--- config.mk ---
export PLATFORM = sky130hd
export DESIGN_NAME = sha256_block_ctrl_flat
export DESIGN_NICKNAME = d
export VERILOG_FILES = /design/src/rtl/sha256_pkg.sv /design/src/rtl/sha256_block_ctrl_if.sv /design/src/rtl/sha256_digest_add.sv /design/src/rtl/sha256_block_ctrl.sv /design/src/flat_wrapper.sv
export SDC_FILE = /design/constraint.sdc
export NUM_CORES = 1
export LEC_CHECK = 0
export ABC_CLOCK_PERIOD_IN_PS = 4900
export BUFFER_PORTS_ARGS = -buffer_cell sky130_fd_sc_hd__buf_2
export CAP_MARGIN = 20
export CELL_PAD_IN_SITES_DETAIL_PLACEMENT = 1
export CELL_PAD_IN_SITES_GLOBAL_PLACEMENT = 1
export CORE_ASPECT_RATIO = 0.75
export CORE_MARGIN = 2
export CORE_UTILIZATION = 35
export CTS_BUF_LIST = sky130_fd_sc_hd__clkbuf_16
export CTS_CLUSTER_SIZE = 14
export DETAILED_ROUTE_END_ITERATION = 16
export GPL_TIMING_DRIVEN = 1
export PLACE_DENSITY = 0.83
export SLEW_MARGIN = 20
export SYNTH_ARGS = -nofsm -noshare
export SYNTH_HDL_FRONTEND = slang
export SYNTH_HIERARCHICAL = 1
export SYNTH_SLANG_ARGS = --single-unit
--- constraint.sdc ---
create_clock -name clk -period 4.9 [get_ports clk]
set_clock_uncertainty 0.05 [all_clocks]
set_input_delay 0.49 -clock clk [delete_from_list [all_inputs] [get_ports clk]]
set_output_delay 0.49 -clock clk [all_outputs]
set_load 0.01 [all_outputs]
--- src/rtl/sha256_pkg.sv ---
// rtl/sha256_pkg.sv - shared types, FSM states and fixed constants for the SHA-256 block controller
package sha256_pkg;

  typedef logic [31:0] word_t;

  typedef enum logic [1:0] {
    IDLE,
    LOAD,
    ROUND,
    UPDATE
  } state_t;

  localparam int NUM_ROUNDS = 64;
  localparam logic [5:0] LAST_ROUND = 6'(NUM_ROUNDS - 1);

  // Packed with element 0 in the top word so H0 lands in [255:224].
  localparam word_t [0:7] IV_256 = {
    32'h6a09e667, 32'hbb67ae85, 32'h3c6ef372, 32'ha54ff53a,
    32'h510e527f, 32'h9b05688c, 32'h1f83d9ab, 32'h5be0cd19
  };

  localparam word_t [0:7] IV_224 = {
    32'hc1059ed8, 32'h367cd507, 32'h3070dd17, 32'hf70e5939,
    32'hffc00b31, 32'h68581511, 32'h64f98fa7, 32'hbefa4fa4
  };

endpackage

--- src/rtl/sha256_block_ctrl_if.sv ---
// rtl/sha256_block_ctrl_if.sv - block request, scheduler/core strobes and digest bus
// blk_sha224 exists only when SHA224_EN is defined.
interface sha256_block_ctrl_if;

  logic         blk_valid;
  logic         blk_first;
  logic         blk_ready;
`ifdef SHA224_EN
  logic         blk_sha224;
`endif
  logic         sched_load;
  logic         core_init;
  logic         round_en;
  logic [5:0]   round_idx;
  logic [255:0] work_in;
  logic [255:0] hash_state;
  logic         digest_valid;

  modport master (
    output blk_valid, blk_first,
`ifdef SHA224_EN
    output blk_sha224,
`endif
    output work_in,
    input  blk_ready, sched_load, core_init, round_en, round_idx, hash_state, digest_valid
  );

  modport slave (
    input  blk_valid, blk_first,
`ifdef SHA224_EN
    input  blk_sha224,
`endif
    input  work_in,
    output blk_ready, sched_load, core_init, round_en, round_idx, hash_state, digest_valid
  );

endinterface

--- src/rtl/sha256_digest_add.sv ---
// rtl/sha256_digest_add.sv - eight independent mod-2^32 adds folding a..h into H0..H7
module sha256_digest_add
  import sha256_pkg::*;
(
  input  logic [255:0] hash_in,
  input  logic [255:0] work_in,
  output logic [255:0] sum
);

  always_comb begin
    sum = '0;
    for (int i = 0; i < 8; i++) begin
      sum[32*i +: 32] = word_t'(hash_in[32*i +: 32] + work_in[32*i +: 32]);
    end
  end

endmodule

--- src/rtl/sha256_block_ctrl.sv ---
// rtl/sha256_block_ctrl.sv - per-block sequencer: load, 64 rounds, fold into running digest
// SHA224_EN adds blk_sha224 to select the SHA-224 IV on a first block.
module sha256_block_ctrl
  import sha256_pkg::*;
(
  input  logic                clk,
  input  logic                rst,
  sha256_block_ctrl_if.slave  bus
);

  state_t       state_q, state_d;
  logic [5:0]   round_idx_q, round_idx_d;
  logic [255:0] hash_q, hash_d;
  logic         digest_valid_q, digest_valid_d;
  logic [255:0] hash_sum;
  logic [255:0] iv_sel;
  logic         blk_ready, sched_load, core_init, round_en;

`ifdef SHA224_EN
  assign iv_sel = bus.blk_sha224 ? IV_224 : IV_256;
`else
  assign iv_sel = IV_256;
`endif

  sha256_digest_add u_add (
    .hash_in (hash_q),
    .work_in (bus.work_in),
    .sum     (hash_sum)
  );

  always_comb begin
    state_d        = state_q;
    round_idx_d    = round_idx_q;
    hash_d         = hash_q;
    digest_valid_d = 1'b0;
    blk_ready      = 1'b0;
    sched_load     = 1'b0;
    core_init      = 1'b0;
    round_en       = 1'b0;
    case (state_q)
      IDLE: begin
        blk_ready = 1'b1;
        if (bus.blk_valid) begin
          state_d = LOAD;
          if (bus.blk_first) hash_d = iv_sel;
        end
      end
      LOAD: begin
        sched_load  = 1'b1;
        core_init   = 1'b1;
        round_idx_d = '0;
        state_d     = ROUND;
      end
      ROUND: begin
        round_en = 1'b1;
        // Hold at the last round so the index never wraps before UPDATE.
        if (round_idx_q == LAST_ROUND) state_d = UPDATE;
        else round_idx_d = round_idx_q + 6'd1;
      end
      UPDATE: begin
        hash_d         = hash_sum;
        digest_valid_d = 1'b1;
        round_idx_d    = '0;
        state_d        = IDLE;
      end
      default: state_d = IDLE;
    endcase
  end

  always_ff @(posedge clk) begin
    if (rst) begin
      state_q        <= IDLE;
      round_idx_q    <= '0;
      hash_q         <= '0;
      digest_valid_q <= 1'b0;
    end else begin
      state_q        <= state_d;
      round_idx_q    <= round_idx_d;
      hash_q         <= hash_d;
      digest_valid_q <= digest_valid_d;
    end
  end

  assign bus.blk_ready    = blk_ready;
  assign bus.sched_load   = sched_load;
  assign bus.core_init    = core_init;
  assign bus.round_en     = round_en;
  assign bus.round_idx    = round_idx_q;
  assign bus.hash_state   = hash_q;
  assign bus.digest_valid = digest_valid_q;

endmodule

--- src/flat_wrapper.sv ---
// flat-port wrapper written by rule: the top's interface ports become plain ports
module sha256_block_ctrl_flat import sha256_pkg::*;
  (clk, rst, bus_blk_valid, bus_blk_first, bus_work_in, bus_blk_ready, bus_sched_load, bus_core_init, bus_round_en, bus_round_idx, bus_hash_state, bus_digest_valid);
  sha256_block_ctrl_if bus_i ();
  input  logic clk;
  input  logic rst;
  input wire logic [$bits(bus_i.blk_valid)-1:0] bus_blk_valid;
  input wire logic [$bits(bus_i.blk_first)-1:0] bus_blk_first;
  input wire logic [$bits(bus_i.work_in)-1:0] bus_work_in;
  output wire logic [$bits(bus_i.blk_ready)-1:0] bus_blk_ready;
  output wire logic [$bits(bus_i.sched_load)-1:0] bus_sched_load;
  output wire logic [$bits(bus_i.core_init)-1:0] bus_core_init;
  output wire logic [$bits(bus_i.round_en)-1:0] bus_round_en;
  output wire logic [$bits(bus_i.round_idx)-1:0] bus_round_idx;
  output wire logic [$bits(bus_i.hash_state)-1:0] bus_hash_state;
  output wire logic [$bits(bus_i.digest_valid)-1:0] bus_digest_valid;
  assign bus_i.blk_valid = bus_blk_valid;
  assign bus_i.blk_first = bus_blk_first;
  assign bus_i.work_in = bus_work_in;
  assign bus_blk_ready = bus_i.blk_ready;
  assign bus_sched_load = bus_i.sched_load;
  assign bus_core_init = bus_i.core_init;
  assign bus_round_en = bus_i.round_en;
  assign bus_round_idx = bus_i.round_idx;
  assign bus_hash_state = bus_i.hash_state;
  assign bus_digest_valid = bus_i.digest_valid;
  sha256_block_ctrl u_core (.clk(clk), .rst(rst), .bus(bus_i));
endmodule
-- Yosys cells after proc, flatten, opt, wreduce, memory -nomap -nowiden
Index checks and enable logic that the tools add are counted.
- order comparisons: 0
- add/sub/neg operators: 9
- bitwise gates (word level): 0
- multiply operators: 0
- eq/ne operators: 8
- reductions and logical operators: 7
- shifts and indexed selects: 0
- multiplexer cells: 12
- div/mod/pow operators: 0
- operators with widths (cell ; count):
    2-to-1 mux 256 bit ; 2
    case mux 256 bit (2 select lines) ; 1
    adder 32 bit ; 8
    case mux 6 bit (2 select lines) ; 1
    case mux 2 bit (4 select lines) ; 1
    adder 6 x 1 -> 6 bit, second input constant ; 1
    equality test 6 bit, second input constant ; 1
    2-to-1 mux 6 bit ; 1
    inequality test 2 bit, second input constant ; 3
    equality test 2 bit, second input constant ; 2
    2-to-1 mux 1 bit ; 4
    2-to-1 mux 2 bit ; 2
    AND reduction 2 bit ; 2
    nonzero test 2 bit ; 2
    AND reduction 3 bit ; 1
    equality test 2 x 1 -> 1 bit, second input constant ; 1
    zero test 2 bit ; 1
    inequality test 2 x 1 -> 1 bit, second input constant ; 1
    OR reduction 2 bit ; 1
- ROM bits: 0
- bits in registers: 265
- memories: 0
- input port bits: 260
- latch bits: 0
- memory bits (writable): 0
- output and inout bits: 267

-- Longest topological paths before layout
- depth in word-level cells: 4
- gate-level depth with buffers: 12

-- Hierarchy
The synthesis kept the hierarchy.
- modules (own cells, without submodules) (module ; seq. area each (um2) ; area an instance (um2) ; cells each ; instances):
    sha256_digest_add ; 0.0 ; 12320.6 ; 1718 ; 1
    sha256_block_ctrl ; 5305.1 ; 8677.1 ; 649 ; 1

-- Worst setup path after synthesis
OpenSTA, ideal clock, no wires.
- path type: input to register
- start: in bus_work_in[64]
- end: reg u_core.hash_q[92] (netlist: u_core/bus.hash_state[92])
- cell stages on the path: 12
- buffers on the path: 0
- setup slack: 1.551 ns
- arrival time: 3.181 ns
- setup time: 0.119 ns
- required time: 4.731 ns
- path through: ha_1 > fa_1 > a211oi_1 > nor2_1 > o41ai_1 > a21oi_1 > a41oi_1 > a21oi_1 > a221oi_1 > o21ai_0 > xor2_1 > o221a_2
- cells in the longest elaborated chain, start to end: 2
- RTL lines (element ; RTL line ; text):
    start: declaration ; flat_wrapper.sv:9 ; input wire logic [$bits(bus_i.work_in)-1:0] bus_work_in;
    adder 32 bit ; sha256_digest_add.sv:13 ; sum[32*i +: 32] = word_t'(hash_in[32*i +: 32] + work_in[32*i +: 32]);
    named net u_core.hash_sum[92] ; sha256_block_ctrl.sv:15 ; logic [255:0] hash_sum;
    case mux 256 bit (2 select lines) ; sha256_block_ctrl.sv:40 ; case (state_q)
    end signal: assignment ; sha256_block_ctrl.sv:79 ; hash_q <= hash_d;
    end: declaration ; sha256_block_ctrl.sv:13 ; logic [255:0] hash_q, hash_d;
The timed path passes the listed nets, and every way through them passes these cells.
A chain may end at the register's enable or synchronous reset.

-- Worst setup path after layout
- start: reg u_core.hash_q[192] (netlist: u_core/bus.hash_state[192])
- end: reg u_core.hash_q[222] (netlist: u_core/bus.hash_state[222])
- cells in the longest elaborated chain, start to end: 2
- RTL lines (element ; RTL line):
    adder 32 bit ; sha256_digest_add.sv:13
    named net u_core.hash_sum[222] ; sha256_block_ctrl.sv:15
    case mux 256 bit (2 select lines) ; sha256_block_ctrl.sv:40
The timed path passes the listed nets, and every way through them passes these cells.

==> flow_summary.ini <==
[logic_synthesis]
synth_cells = 2367
avgSynthCellArea_um2 = 8.87
synth_top_cell_by_area = dfxtp_1
synth_area_um2 = 21000
synthFlopType = dfxtp_1
seq_area_frac_synth_pct = 25.3
synth_area_leaders = dfxtp_1, ha_1, xnor2_1, a21o_1, o221a_2
synth_fp_nets = 2888
synth_edf_count = 0
async_flop_share_pct = 0
synth_top_area_share_pct = 25.3
synth_cell_types = 77
yosysWarnings = 6
synth-seq-cells = 265

[timing]
fin_tns_setup_ns = 0
rsz0062_at_grt = false
finalSetupViolations = 0
worst_slew_pin_slew_ns = 1.03
finalHoldViolCount = 0
max_freq_ghz = 0.252
period_needed_ns = 3.96
max_slew_margin_pct = 31.2
slew_violations = 0
finalCritPeriodShare_pct = 80.9

[setup_path]
arrival_ns = 4.34
endpoint_kind = flip-flop
crit_type = flip-flop to flip-flop
cp.depth = 12
critPathMostFrequentCell = o21ai_0
crit_slowest_cell = o41ai_2
start_kind = flip-flop
crit_path_max_fanout = 5
critPathTopFamily = compound AO/OA/AOI/OAI gates
worstPathBufferInverterCount = 0
critPathRequiredTime_ns = 5.28
worstPathCellList = ha_1, fa_1, a21o_1, a311oi_1, o21bai_1, o21ai_0, o21ai_0, o41ai_2, o311ai_0, a21oi_1, xnor2_1, a22o_1
reg2reg_depth = 12
cpPeakStageDelay_ns = 0.72

[layout]
drive_above_1_share_pct = 24.8
layout_commonest_cell = buf_2
areaGrowthSynthToFinish_pct = 20.6
instances_no_fill = 3658
finalNetCount = 3349
nFillCells = 7159
layout_common_cells = buf_2, dfxtp_1, ha_1, a21oi_1, a21o_1

[grt]
grt_usage_pct = 25.1
grt_pass1_vias = 22300
grt_max_degree = 121
antenna_found_initial = 18
grt_overflow_total = 0
grt_pass1_wl_mm = 126

[clock_network]
cts_buffers = 35
cts_tree = yes
htreeDepth = 2
ctsHoldBuffers = 0
clk-insertion-delay-late_ns = 0.55
clk_path_buf_depth = 3
root_buffer = clkbuf_16
cts_resized = 0
clk_pin_slew_worst_paths_ns = 0.07
clock-sinks = 265
post_cts.repair.setup_buffers = 0

[placement]
place_congestion = 0.929
dp_hpwl_mm = 61.9
io_buffers = 526
dp_cells = 3581

[min_path]
min_path_type = primary input to flip-flop
hold_path_depth = 2

[floorplan]
io_pins = 527
start_util_pct = 35.5
die_h_um = 216
dieArea_um2 = 62000
die_w_um = 287
floorplan.rows = 77
core-area_um2 = 59200

[pwr]
power_density_nw_per_um2 = 364
ir_worst_vdd_mv = 0.236
p_leak_uw = 0.0129

[outcome]
status = finished, final reports clean

[route]
routed_via_density = 5.91
ant_nets = 0
first_pass_iters = 5
finalWirelength_mm = 81.9
wire_per_inst_um = 22.4
drt_iter0_markers = 1229
post-route-drc-count = 0
vias = 21600

[flow_run]
max-cap-violations = 0
cells in the mapped netlist (8+ instances only):
cell type,count
dfxtp_1,265
ha_1,253
a21oi_1,211
a21o_1,150
xnor2_1,146
nand2_1,133
a22o_1,121
nor2_1,113
o21ai_0,110
o221a_2,96
xor2_1,90
clkbuf_1,60
nand3_1,59
inv_1,49
o221a_1,40
nor2b_1,31
and3_1,30
buf_2,29
nand4_1,29
nand2b_1,26
a31oi_1,25
o21bai_1,25
nor3_1,20
o21a_1,19
a211oi_1,18
and2_1,15
buf_6,11
and4_1,10
o211ai_1,10
a221o_1,9
o31ai_1,9
a211o_1,8
a221oi_1,8
a41oi_1,8
buf_4,8
fa_1,8
or3_1,8
final timing paths:
kind / start / to / slack (ns)
setup / recovery: u_core/bus.hash_state[192] / u_core/bus.hash_state[222] / 0.94
hold / removal: rst / u_core/bus.round_idx[2] / 0.22
setup reg to reg: u_core/bus.hash_state[192] / u_core/bus.hash_state[222] / 0.94
hold reg to reg: u_core/bus.hash_state[151] / u_core/bus.hash_state[151] / 0.45
kinds of logic (layout without fill, tap and decap cells):
group,after synthesis,after routing,synth area share (%)
simple gates,494,494,11.5
fa+ha+maj,261,261,15.8
compound gates,946,946,33.8
mux,2,2,0.101
buf+inv,163,648,3.63
xor+xnor,236,236,9.84
flops,265,265,25.3
other cells,0,16,0
worst reg2reg max path: stages, from the launching register on:
cell and delay (ns):
dfxtp_1 0.33, ha_1 0.22, fa_1 0.41, a21o_1 0.23
a311oi_1 0.31, o21bai_1 0.17, o21ai_0 0.39, o21ai_0 0.28
o41ai_2 0.72, o311ai_0 0.22, a21oi_1 0.22, xnor2_1 0.09
a22o_1 0.21
sequential cells by signal, summed over array words and instances, names as in the netlist:
register,flops
u_core/bus.round_idx,6
u_core/state_q,2
u_core/bus.hash_state,256
u_core/bus.digest_valid,1
report_power, final:
| part | switching (uW) | internal (uW) | leakage, uW |
|---|---|---|---|
| combinational | 2320 | 1710 | 0.0102 |
| clock | 1100 | 1390 | 0.000543 |
| sequential | 270 | 2450 | 0.00216 |
per-stage QoR:
| stage | setup WS, ns | util [%] | hold slack (ns) | area (um^2) | total power, uW |
|---|---|---|---|---|---|
| after floorplan | 1.55 | - | 0.421 | 21000 | 5450 |
| after global placement | 1.02 | 40.9 | 0.430 | 24200 | 6490 |
| after detailed placement | 0.802 | 41.0 | 0.436 | 24200 | 6700 |
| after CTS | 1.01 | 42.7 | 0.178 | 25300 | 9250 |
| after global routing | 0.805 | 42.8 | 0.199 | 25300 | 9750 |
| final | 0.938 | 42.8 | 0.218 | 25300 | 9220 |
per-layer routing:
| layer | up-vias | track usage [%] | wire length [um] |
|---|---|---|---|
| li1 | 10000 | - | - |
| met1 | 10800 | 32.8 | 37100 |
| met2 | 647 | 41.1 | 37600 |
| met3 | 161 | 4.77 | 4660 |
| met4 | 6 | 8.96 | 2620 |
| met5 | - | 0 | 34 |
area by class of cell:
type / count / area (um^2) / share of cell area, %
clock inverter: 25 / 158 / 0.623
antenna: 16 / 40.0 / 0.158
sequential: 265 / 5310 / 20.9
tap: 790 / 988 / 3.90
multi-input combinational: 1939 / 15000 / 59.1
timing repair buffer: 536 / 2780 / 11.0
clock buffer: 36 / 901 / 3.56
inverter: 51 / 194 / 0.766
(Power assumes the default switching activity.)
